$ cat src/rtl/control_unit_pkg.sv
// rtl/control_unit_pkg.sv - shared encodings and limits for the control unit
// Purpose: state encoding, counter limits and scan chain length used by the
//          control unit RTL and its testbench.
// Ports:   none (package).
package control_unit_pkg;

  typedef enum logic [1:0] {
    IDLE  = 2'd0,
    LOAD  = 2'd1,
    CALC  = 2'd2,
    STORE = 2'd3
  } state_e;

  // Last CALC beat index; 16 beats per channel (0..15).
  localparam logic [4:0] CALC_LAST = 5'd15;
  // Last channel index; 24 channels per frame (0..23).
  localparam logic [4:0] CH_LAST   = 5'd23;
  // Flops in the single scan chain.
  localparam int         CHAIN_LEN = 20;

endpackage

$ cat src/rtl/control_unit.sv
// rtl/control_unit.sv - frame/channel/bit sequencer with full scan chain
// Purpose: IDLE -> LOAD -> 16 x CALC -> STORE sequencer counting channels
//          and frames; all 20 flops form one scan chain.
// Ports:   clk       in  rising-edge clock
//          reset     in  synchronous active-high reset (wins over shift)
//          scan_in0  in  serial scan data in
//          scan_en   in  1 = shift chain, 0 = functional update
//          scan_out0 out last chain flop (state[1])
module control_unit
  import control_unit_pkg::*;
(
  input  logic clk,
  input  logic reset,
  input  logic scan_in0,
  input  logic scan_en,
  output logic scan_out0
);

  // Chain layout, MSB first: {state[1:0], bit_cnt[4:0], ch_cnt[4:0], frame_cnt[7:0]}.
  logic [CHAIN_LEN-1:0] chain_q;
  logic [CHAIN_LEN-1:0] chain_d;

  state_e     state_q, state_d;
  logic [4:0] bit_cnt_q, bit_cnt_d;
  logic [4:0] ch_cnt_q, ch_cnt_d;
  logic [7:0] frame_cnt_q, frame_cnt_d;

  always_comb begin
    state_q     = state_e'(chain_q[19:18]);
    bit_cnt_q   = chain_q[17:13];
    ch_cnt_q    = chain_q[12:8];
    frame_cnt_q = chain_q[7:0];
  end

  // Functional next state; counters hold unless the current state names them.
  always_comb begin
    state_d     = state_q;
    bit_cnt_d   = bit_cnt_q;
    ch_cnt_d    = ch_cnt_q;
    frame_cnt_d = frame_cnt_q;
    unique case (state_q)
      IDLE: state_d = LOAD;
      LOAD: begin
        state_d   = CALC;
        bit_cnt_d = 5'd0;
      end
      CALC: begin
        // >= rather than == so scan-loaded values above 15 still exit.
        if (bit_cnt_q >= CALC_LAST) begin
          state_d   = STORE;
          bit_cnt_d = 5'd0;
        end else begin
          bit_cnt_d = bit_cnt_q + 5'd1;
        end
      end
      STORE: begin
        state_d = LOAD;
        if (ch_cnt_q >= CH_LAST) begin
          ch_cnt_d    = 5'd0;
          frame_cnt_d = frame_cnt_q + 8'd1;
        end else begin
          ch_cnt_d = ch_cnt_q + 5'd1;
        end
      end
      default: state_d = IDLE;
    endcase
  end

  // Scan mux ahead of every flop: shift path or functional path.
  always_comb begin
    chain_d = {state_d, bit_cnt_d, ch_cnt_d, frame_cnt_d};
    if (scan_en) begin
      chain_d = {chain_q[CHAIN_LEN-2:0], scan_in0};
    end
  end

  always_ff @(posedge clk) begin
    if (reset) begin
      chain_q <= '0;
    end else begin
      chain_q <= chain_d;
    end
  end

  assign scan_out0 = chain_q[CHAIN_LEN-1];

endmodule

$ cat config.mk
export PLATFORM = sky130hd
export DESIGN_NAME = control_unit
export DESIGN_NICKNAME = d
export VERILOG_FILES = /design/src/rtl/control_unit_pkg.sv /design/src/rtl/control_unit.sv
export SDC_FILE = /design/constraint.sdc
export NUM_CORES = 1
export LEC_CHECK = 0
export CORE_UTILIZATION = 30
export CTS_BUF_LIST = sky130_fd_sc_hd__clkbuf_2 sky130_fd_sc_hd__clkbuf_4 sky130_fd_sc_hd__clkbuf_8
export DETAILED_ROUTE_END_ITERATION = 7
export GPL_TIMING_DRIVEN = 1
export PLACE_DENSITY_LB_ADDON = 0.05
export SLEW_MARGIN = 30
export SYNTH_ARGS = -nofsm -noshare
export SYNTH_HDL_FRONTEND = slang
export SYNTH_SLANG_ARGS = --single-unit
$ cat constraint.sdc
create_clock -name clk -period 2.1 [get_ports clk]
set_input_delay 0.63 -clock clk [delete_from_list [all_inputs] [get_ports clk]]
set_output_delay 0.63 -clock clk [all_outputs]
set_load 0.02 [all_outputs]
==> metrics.md, run 1 <==
| Metric | Value |
|---|---|
| Status | `complete, no violations` |
| Total global routing overflow | `0` |
| Seq cells post-synth | `20` |
| Area share of fa/ha/maj cells after synthesis | `between 7 and 8%` |
| Antenna violations before repair | `0` |
| DIE AREA | `4550 sq um` |
| Slew margin rel. | `69.0%` |
| Tot Pwr | `777 uW` |
| Worst Path Max Fanout | `5` |
| Crit end category | `register` |
| Layout cells sized above 1 | `around a fifth` |
| Clock transition at path regs | `about 0.070 ns` |
| Port Buffer Count | `4` |
| Worst-case clock skew | `0.00559 ns` |
| Cts hold-fix bufs | `0` |
| Worst Hold Path EP | `chain_q[6]$_SDFFE_PP0P_` |
| Hold crit path type | `register to register` |
| GP Congestion | `0.828` |
| Reg-to-reg endpoint | `chain_q[18]$_SDFFE_PP0P_` |
| Area contributors post-synth | `dfxtp_1 31%, a21oi_1 9.7%, ha_1 7.8%, o21ai_0 3.9%, nand2_1 3.8%` |
| Finished Cell Area | `about 1600 sq um` |
| Hold-critical path depth | `2` |
| IR Drop Worst-Case VDD | `about 0.47 mV` |
| Post-DP Area | `1480 sq um` |
| Overall routing resource usage | `15.9%` |
| Clock Root Buffer | `clkbuf_8` |
| Routed Antenna Nets | `0` |
| Antenna diodes | `0` |
| Post-Route WL | `3.15 mm` |
| GRT met3 Usage | `3.55%` |
| Slew @ Worst Pin | `0.465 ns` |
| Largest family of logic cells by synthesized area | `compound AO/OA/AOI/OAI gates` |
| Die height | `67.5 microns` |
| Core Region | `4060 sq um` |
| Crit Path Class | `register to register` |
| Num CTS Buffers | `3` |
| DP HPWL | `between 2 and 2.5 mm` |
| DRC | `0` |
| Inst Count DP | `223` |
| Syn_nets | `170` |
| Vias after detailed routing | `1223` |
| EDFF count, synth | `0` |
| Largest registers | `chain_q (20)` |
| Biggest register | `chain_q` |
| H-tree depth | `1` |
| 1st-iter DRT viols | `101` |
| Area growth syn-to-layout | `21.5%` |
| Multiplexer area fraction after synthesis | `2.33%` |
| HP Start | `chain_q[6]$_SDFFE_PP0P_` |
| Die Wd | `between 60 and 70 microns` |
| Max reg flops | `20` |
| Worst-Skew Late Latency | `approximately 0.25 ns` |
| Netlist cell types | `40` |
| Post-synthesis xor/xnor area fraction | `0%` |
| Rows | `23` |
| Mapped Area | `1290 sq um` |
| Area leader, netlist | `dfxtp_1` |
| Reg2Reg Depth | `7` |
| Global-route wire length before repair | `5.40 mm` |
| Longest Clk Path Bufs | `2` |
| Yosys top cell area share | `a little under a third` |
| Met1 usage | `between 20 and 25%` |
| Vias in the first global route | `1115` |
| Sequential element share of the synthesized area | `a little under a third` |
| Largest net degree at the start of global routing | `21` |
| Fin Setup TNS | `0 ns` |
| Average wire per standard cell | `approximately 14 microns` |
| Max_cap viols | `0` |
| F_max | `0.498 GHz` |
| Synth Instances | `158` |
| Post-Layout Cell Count | `between 200 and 250` |
| Gr busiest metal | `met2` |
| Pre-antenna DRT Iters | `4` |
| Final-report max-slew violation count | `0` |
| Top cells by count, synth | `25 x a21oi_1, 20 x dfxtp_1, 13 x nand2_1` |
| R2R setup slack | `0.09 ns` |
| Async S/R FF share, synth | `0%` |
| Final setup fails | `0` |
| RR Startpoint | `chain_q[14]$_SDFFE_PP0P_` |
| Met2 usage | `~25%` |
| Mean Syn Cell Area | `8.14 sq um` |
| Crit path DAT | `2.15 ns` |
| RSZ-0062 raised after global routing | `true` |
| Yosys warning count | `0` |
| Post-synthesis simple-gate area fraction | `between 20% and 30%` |
| Net total in the final layout | `190` |
| Hold Violations, Final | `0` |
| Critical path startpoint category | `register` |
| Initial core utilization | `31.7%` |
| Period utilization | `95.6%` |
| Vias/cell | `approximately 5.4` |
| Synth Area in Compound Gates | `a little under a third` |
| Tmin final | `2.01 ns` |
| CTS tree | `yes` |
| Worst endpoint required time | `2.24 ns` |
| LEAKAGE | `0.000567 uW` |
| IO Pins | `5` |
| Power per cell area | `497 nW/um^2` |
| Main synth FF type | `dfxtp_1` |
| Clock sinks | `20` |
| Top-count cell post-synth | `a21oi_1` |
==> logic make-up (layout without fill, tap and decap cells) <==
group                    count (synthesis)  after routing
AO/OA/AOI/OAI                           59             59
AND/OR/NAND/NOR                         53             53
flip-flops                              20             20
adder cells (fa/ha/maj)                  8              8
buffers and inverters                   15             33
multiplexers                             3              3
==> worst max-delay path: stages (launching register included) <==
cell	delay [ns]
dfxtp_2	0.34
ha_4	0.16
and3_4	0.15
ha_4	0.14
or4b_4	0.55
a41oi_4	0.27
mux2i_1	0.22
nor2_1	0.06
==> layout make-up <==
class	instances	area [sq um]
clock buffer	3	41.3
fill	418	2490
tap	50	62.6
timing repair buffer	25	200
inverter	5	18.8
multi-input combinational	123	837
sequential	20	403
==> how the worst max path moves through the flow <==
stage                                    end  slack [ns]  cells after the start                startpoint
CTS                 chain_q[18]$_SDFFE_PP0P_       0.005                      5                   scan_en
global placement    chain_q[19]$_SDFFE_PP0P_       -0.23                      5                   scan_en
detailed placement  chain_q[18]$_SDFFE_PP0P_       -0.27                      5                   scan_en
floorplan           chain_q[19]$_SDFFE_PP0P_        0.03                      7  chain_q[13]$_SDFFE_PP0P_
finish              chain_q[18]$_SDFFE_PP0P_        0.09                      7  chain_q[14]$_SDFFE_PP0P_
global route        chain_q[18]$_SDFFE_PP0P_     -0.0001                      7  chain_q[14]$_SDFFE_PP0P_
==> layout by cell type, fill, tap and decap left out, drive strengths merged, types with 2 or more instances in the layout <==
cell type      instances
inv                    5
a211oi                 5
nor2b                  2
o21ai                 10
nor3                   3
nor2                  11
clkdlybuf4s50          3
ha                     8
nand4                  2
nand2                 13
a22oi                  3
buf                   21
and4                   2
nor3b                  2
o211ai                 2
a21oi                 25
a31oi                  3
dfxtp                 20
nand3                  5
and3                   3
clkbuf                 3
mux2i                  3
a221oi                 3
nor4                   3
==> metal layers <==
metal / routed length [microns] / up-vias
li1: - / 633
met1: 1650 / 577
met2: 1400 / 11
met3: 74 / 2
met4: 19 / 0
met5: 0 / -
==> where the power goes <==
group          internal, uW  leakage [uW]  switching (uW)
registers               390      0.000163            16.7
clock network           128     0.0000216             122
logic                  57.2      0.000382            63.4
total                   575      0.000567             202
==> metrics by stage <==
stage                     setup slack [ns]  utilization [%]  hold WS, ns
after floorplan                     0.0272                -        0.475
after global placement              -0.232             36.5        0.509
after detailed placement            -0.269             36.5        0.503
after CTS                          0.00521             37.6        0.514
after global routing             -0.000139             38.5        0.587
final                               0.0922             38.5        0.514
==> repair_timing <==
action                                  in CTS  in global routing
resized for setup                            1                  8
setup buffers                                0                  0
endpoints found under the setup margin       1                 10
pin swaps                                    0                  4
endpoints found under the hold margin        0                  0
cloned                                       0                  0
No activity file was read; power rests on OpenSTA's default activity.
==> inputs of run 2 (changes only) <==
--- a/config.mk
+++ b/config.mk
@@ -6,4 +6,5 @@
 export NUM_CORES = 1
 export LEC_CHECK = 0
+export CORE_MARGIN = 10
 export CORE_UTILIZATION = 30
 export CTS_BUF_LIST = sky130_fd_sc_hd__clkbuf_2 sky130_fd_sc_hd__clkbuf_4 sky130_fd_sc_hd__clkbuf_8
@@ -11,4 +12,5 @@
 export GPL_TIMING_DRIVEN = 1
 export PLACE_DENSITY_LB_ADDON = 0.05
+export SETUP_SLACK_MARGIN = 0.15
 export SLEW_MARGIN = 30
 export SYNTH_ARGS = -nofsm -noshare
==> constraint.sdc (replaced) <==
create_clock -name clk -period 2.1 [get_ports clk]
set_input_delay 0.42 -clock clk [delete_from_list [all_inputs] [get_ports clk]]
set_output_delay 0.42 -clock clk [all_outputs]
set_load 0.02 [all_outputs]
==> metrics.md, run 2 (synthesis gave the netlist of run 1 again) <==
| Metric | Value |
|---|---|
| WP buf/inv | `1` |
| Rows | `23` |
| Layout cells sized above 1 | `22.2%` |
| RSZ-0062 raised after global routing | `true` |
| Clk pwr share | `35.6%` |
| Tmin final | `~2 ns` |
| Average wire per standard cell | `~15 microns` |
| LEAKAGE | `0.000559 uW` |
| Vias after detailed routing | `1245` |
| Die height | `85.5 microns` |
| Post-Route WL | `3.41 mm` |
| CP Cell Sequence | `ha_4 > and3_4 > ha_4 > or4b_4 > a41oi_4 > buf_4 > nand3b_1 > a21oi_1` |
| Final setup fails | `0` |
| Most common cell on crit path | `ha_4` |
| Met2 WL | `1.47 mm` |
| Net total in the final layout | `189` |
| Worst endpoint required time | `2.30 ns` |
| Longest Clk Path Bufs | `2` |
| Pint | `592 uW` |
| Inst Count DP | `roughly 220` |
| DP HPWL | `2.33 mm` |
| Core Region | `4090 sq um` |
| Clock Root Buffer | `clkbuf_8` |
| Critical path startpoint category | `register` |
| H-tree depth | `1` |
| Crit Path Class | `register to register` |
| Sequential fraction of design power | `49.8%` |
| Die Wd | `85.5 microns` |
| Finished Cell Area | `1570 sq um` |
| WL met3 | `93 microns` |
| Reg2Reg Depth | `8` |
| Routed Antenna Nets | `0` |
| DIE AREA | `7310 sq um` |
| GP Congestion | `0.798` |
| Max stage delay on crit path | `0.49 ns` |
| Kind of cell adding the most delay to the critical path | `simple AND/OR/NAND/NOR gates` |
| Hold-critical path depth | `2` |
| Most frequent cells in the layout | `25 x a21oi_1, 20 x buf_4, 18 x dfxtp_1` |
| Global-route wire length before repair | `5.79 mm` |
| CTS tree | `yes` |
| Largest registers | `chain_q (20)` |
| WL met1 | `1.82 mm` |
| Num CTS Buffers | `3` |
| Crit end category | `register` |
| Antenna violations before repair | `0` |
| 1st-iter DRT viols | `44` |
| Worst Path Max Fanout | `4` |
| Initial core utilization | `31.5%` |
| Status | `complete, no violations` |
| Post-DP Area | `between 1000 and 1500 sq um` |
| Largest net degree at the start of global routing | `21` |
| Worst-Skew Late Latency | `0.26 ns` |
| Power per cell area | `between 500 and 600 nW/um^2` |
| Sw frac | `27.5%` |
| Gate power share | `between 10% and 20%` |
| Clock sinks | `20` |
| WP depth | `8` |
| Critical-path top delay cell | `or4b_4` |
| Post-Layout Cell Count | `226` |
| Biggest register | `chain_q` |
| Slew @ Worst Pin | `around 0.66 ns` |
| Crit path DAT | `between 2 and 2.5 ns` |
| IO Pins | `5` |
| Most common cell after layout, fill and taps aside | `a21oi_1` |
| Switch Pwr | `224 uW` |
| Overall routing resource usage | `approximately a tenth` |
| F_max | `about 0.50 GHz` |
| Period utilization | `about 96%` |
| Worst-case clock skew | `0.00382 ns` |
| Hold Violations, Final | `0` |
| Port Buffer Count | `4` |
| IR Drop Worst-Case VDD | `0.187 mV` |
| Area growth syn-to-layout | `22.3%` |
| Max layer used | `met4` |
| Pre-antenna DRT Iters | `4` |
| Clock transition at path regs | `0.08 ns` |
| Vias/cell | `5.51` |
| Slew margin rel. | `55.7%` |
| Antenna diodes | `0` |
| Total global routing overflow | `0` |
| Cts hold-fix bufs | `0` |
| Max_cap viols | `0` |
| Vias in the first global route | `approximately 1200` |
| Final-report max-slew violation count | `0` |
| DRC | `0` |
| Max reg flops | `20` |
| Hold crit path type | `register to register` |
==> run 2: cell count changes in the layout (fill, tap and decap cells not counted), sizes merged <==
cell           previous run  this run
dlymetal6s2s              1         0
buf                      21        20
clkdlybuf4s50             3         4
clkbuf                    3         4
==> run 2: metal layers <==
metal  GRT usage (%)  vias to the layer above
met5               0                        -
met4            2.99                        0
met3            1.82                        2
met2            14.3                       18
met1            12.6                      596
li1                -                      629
==> run 2: final timing paths <==
kind | from | endpoint | slack, ns
worst max-delay path | chain_q[13]$_SDFFE_PP0P_ | chain_q[15]$_SDFFE_PP0P_ | 0.09
worst min-delay path | chain_q[6]$_SDFFE_PP0P_ | chain_q[6]$_SDFFE_PP0P_ | 0.53
worst max register to register | chain_q[13]$_SDFFE_PP0P_ | chain_q[15]$_SDFFE_PP0P_ | 0.09
worst min register to register | chain_q[6]$_SDFFE_PP0P_ | chain_q[6]$_SDFFE_PP0P_ | 0.53
==> run 2: tightest hold or removal path: cells and delay by family, from the launching register on <==
kind / cells / cell delay, ns
DFF: 1 / 0.35
AOI/OAI and AO/OA: 2 / 0.14
==> run 2: what timing repair did <==
item	4_1_cts	5_1_grt
cloned	0	0
resized for setup	2	2
buffers inserted	0	1
setup endpoints to repair	6	7
pin swaps	3	0
endpoints found under the hold margin	0	0
==> run 2: through the flow <==
step	setup TNS, ns	utilization (%)	hold slack [ns]	power [uW]	setup slack, ns
floorplan	0	-	0.475	486	0.149
global placement	-0.0662	36.5	0.505	532	-0.0401
detailed placement	-0.152	36.5	0.517	532	-0.0464
CTS	0	38.1	0.534	827	0.0953
global route	0	38.5	0.539	856	0.00950
finish	0	38.5	0.532	816	0.0931
==> run 2: power groups by stage <==
stage / combinational [uW] / clock (uW) / sequential (uW)
after detailed placement: 117 / 0 / 415
after global placement: 117 / 0 / 415
after global routing: 133 / 314 / 409
after floorplan: 74.1 / 0 / 412
after CTS: 118 / 303 / 406
final: 119 / 290 / 406
==> run 2: area by class of cell <==
class | count | area [sq um]
fill | 449 | 2510
multi-input combinational | 123 | 847
sequential | 20 | 405
timing repair buffer | 24 | 190
tap | 50 | 62.6
clock buffer | 4 | 48.8
inverter | 5 | 18.8
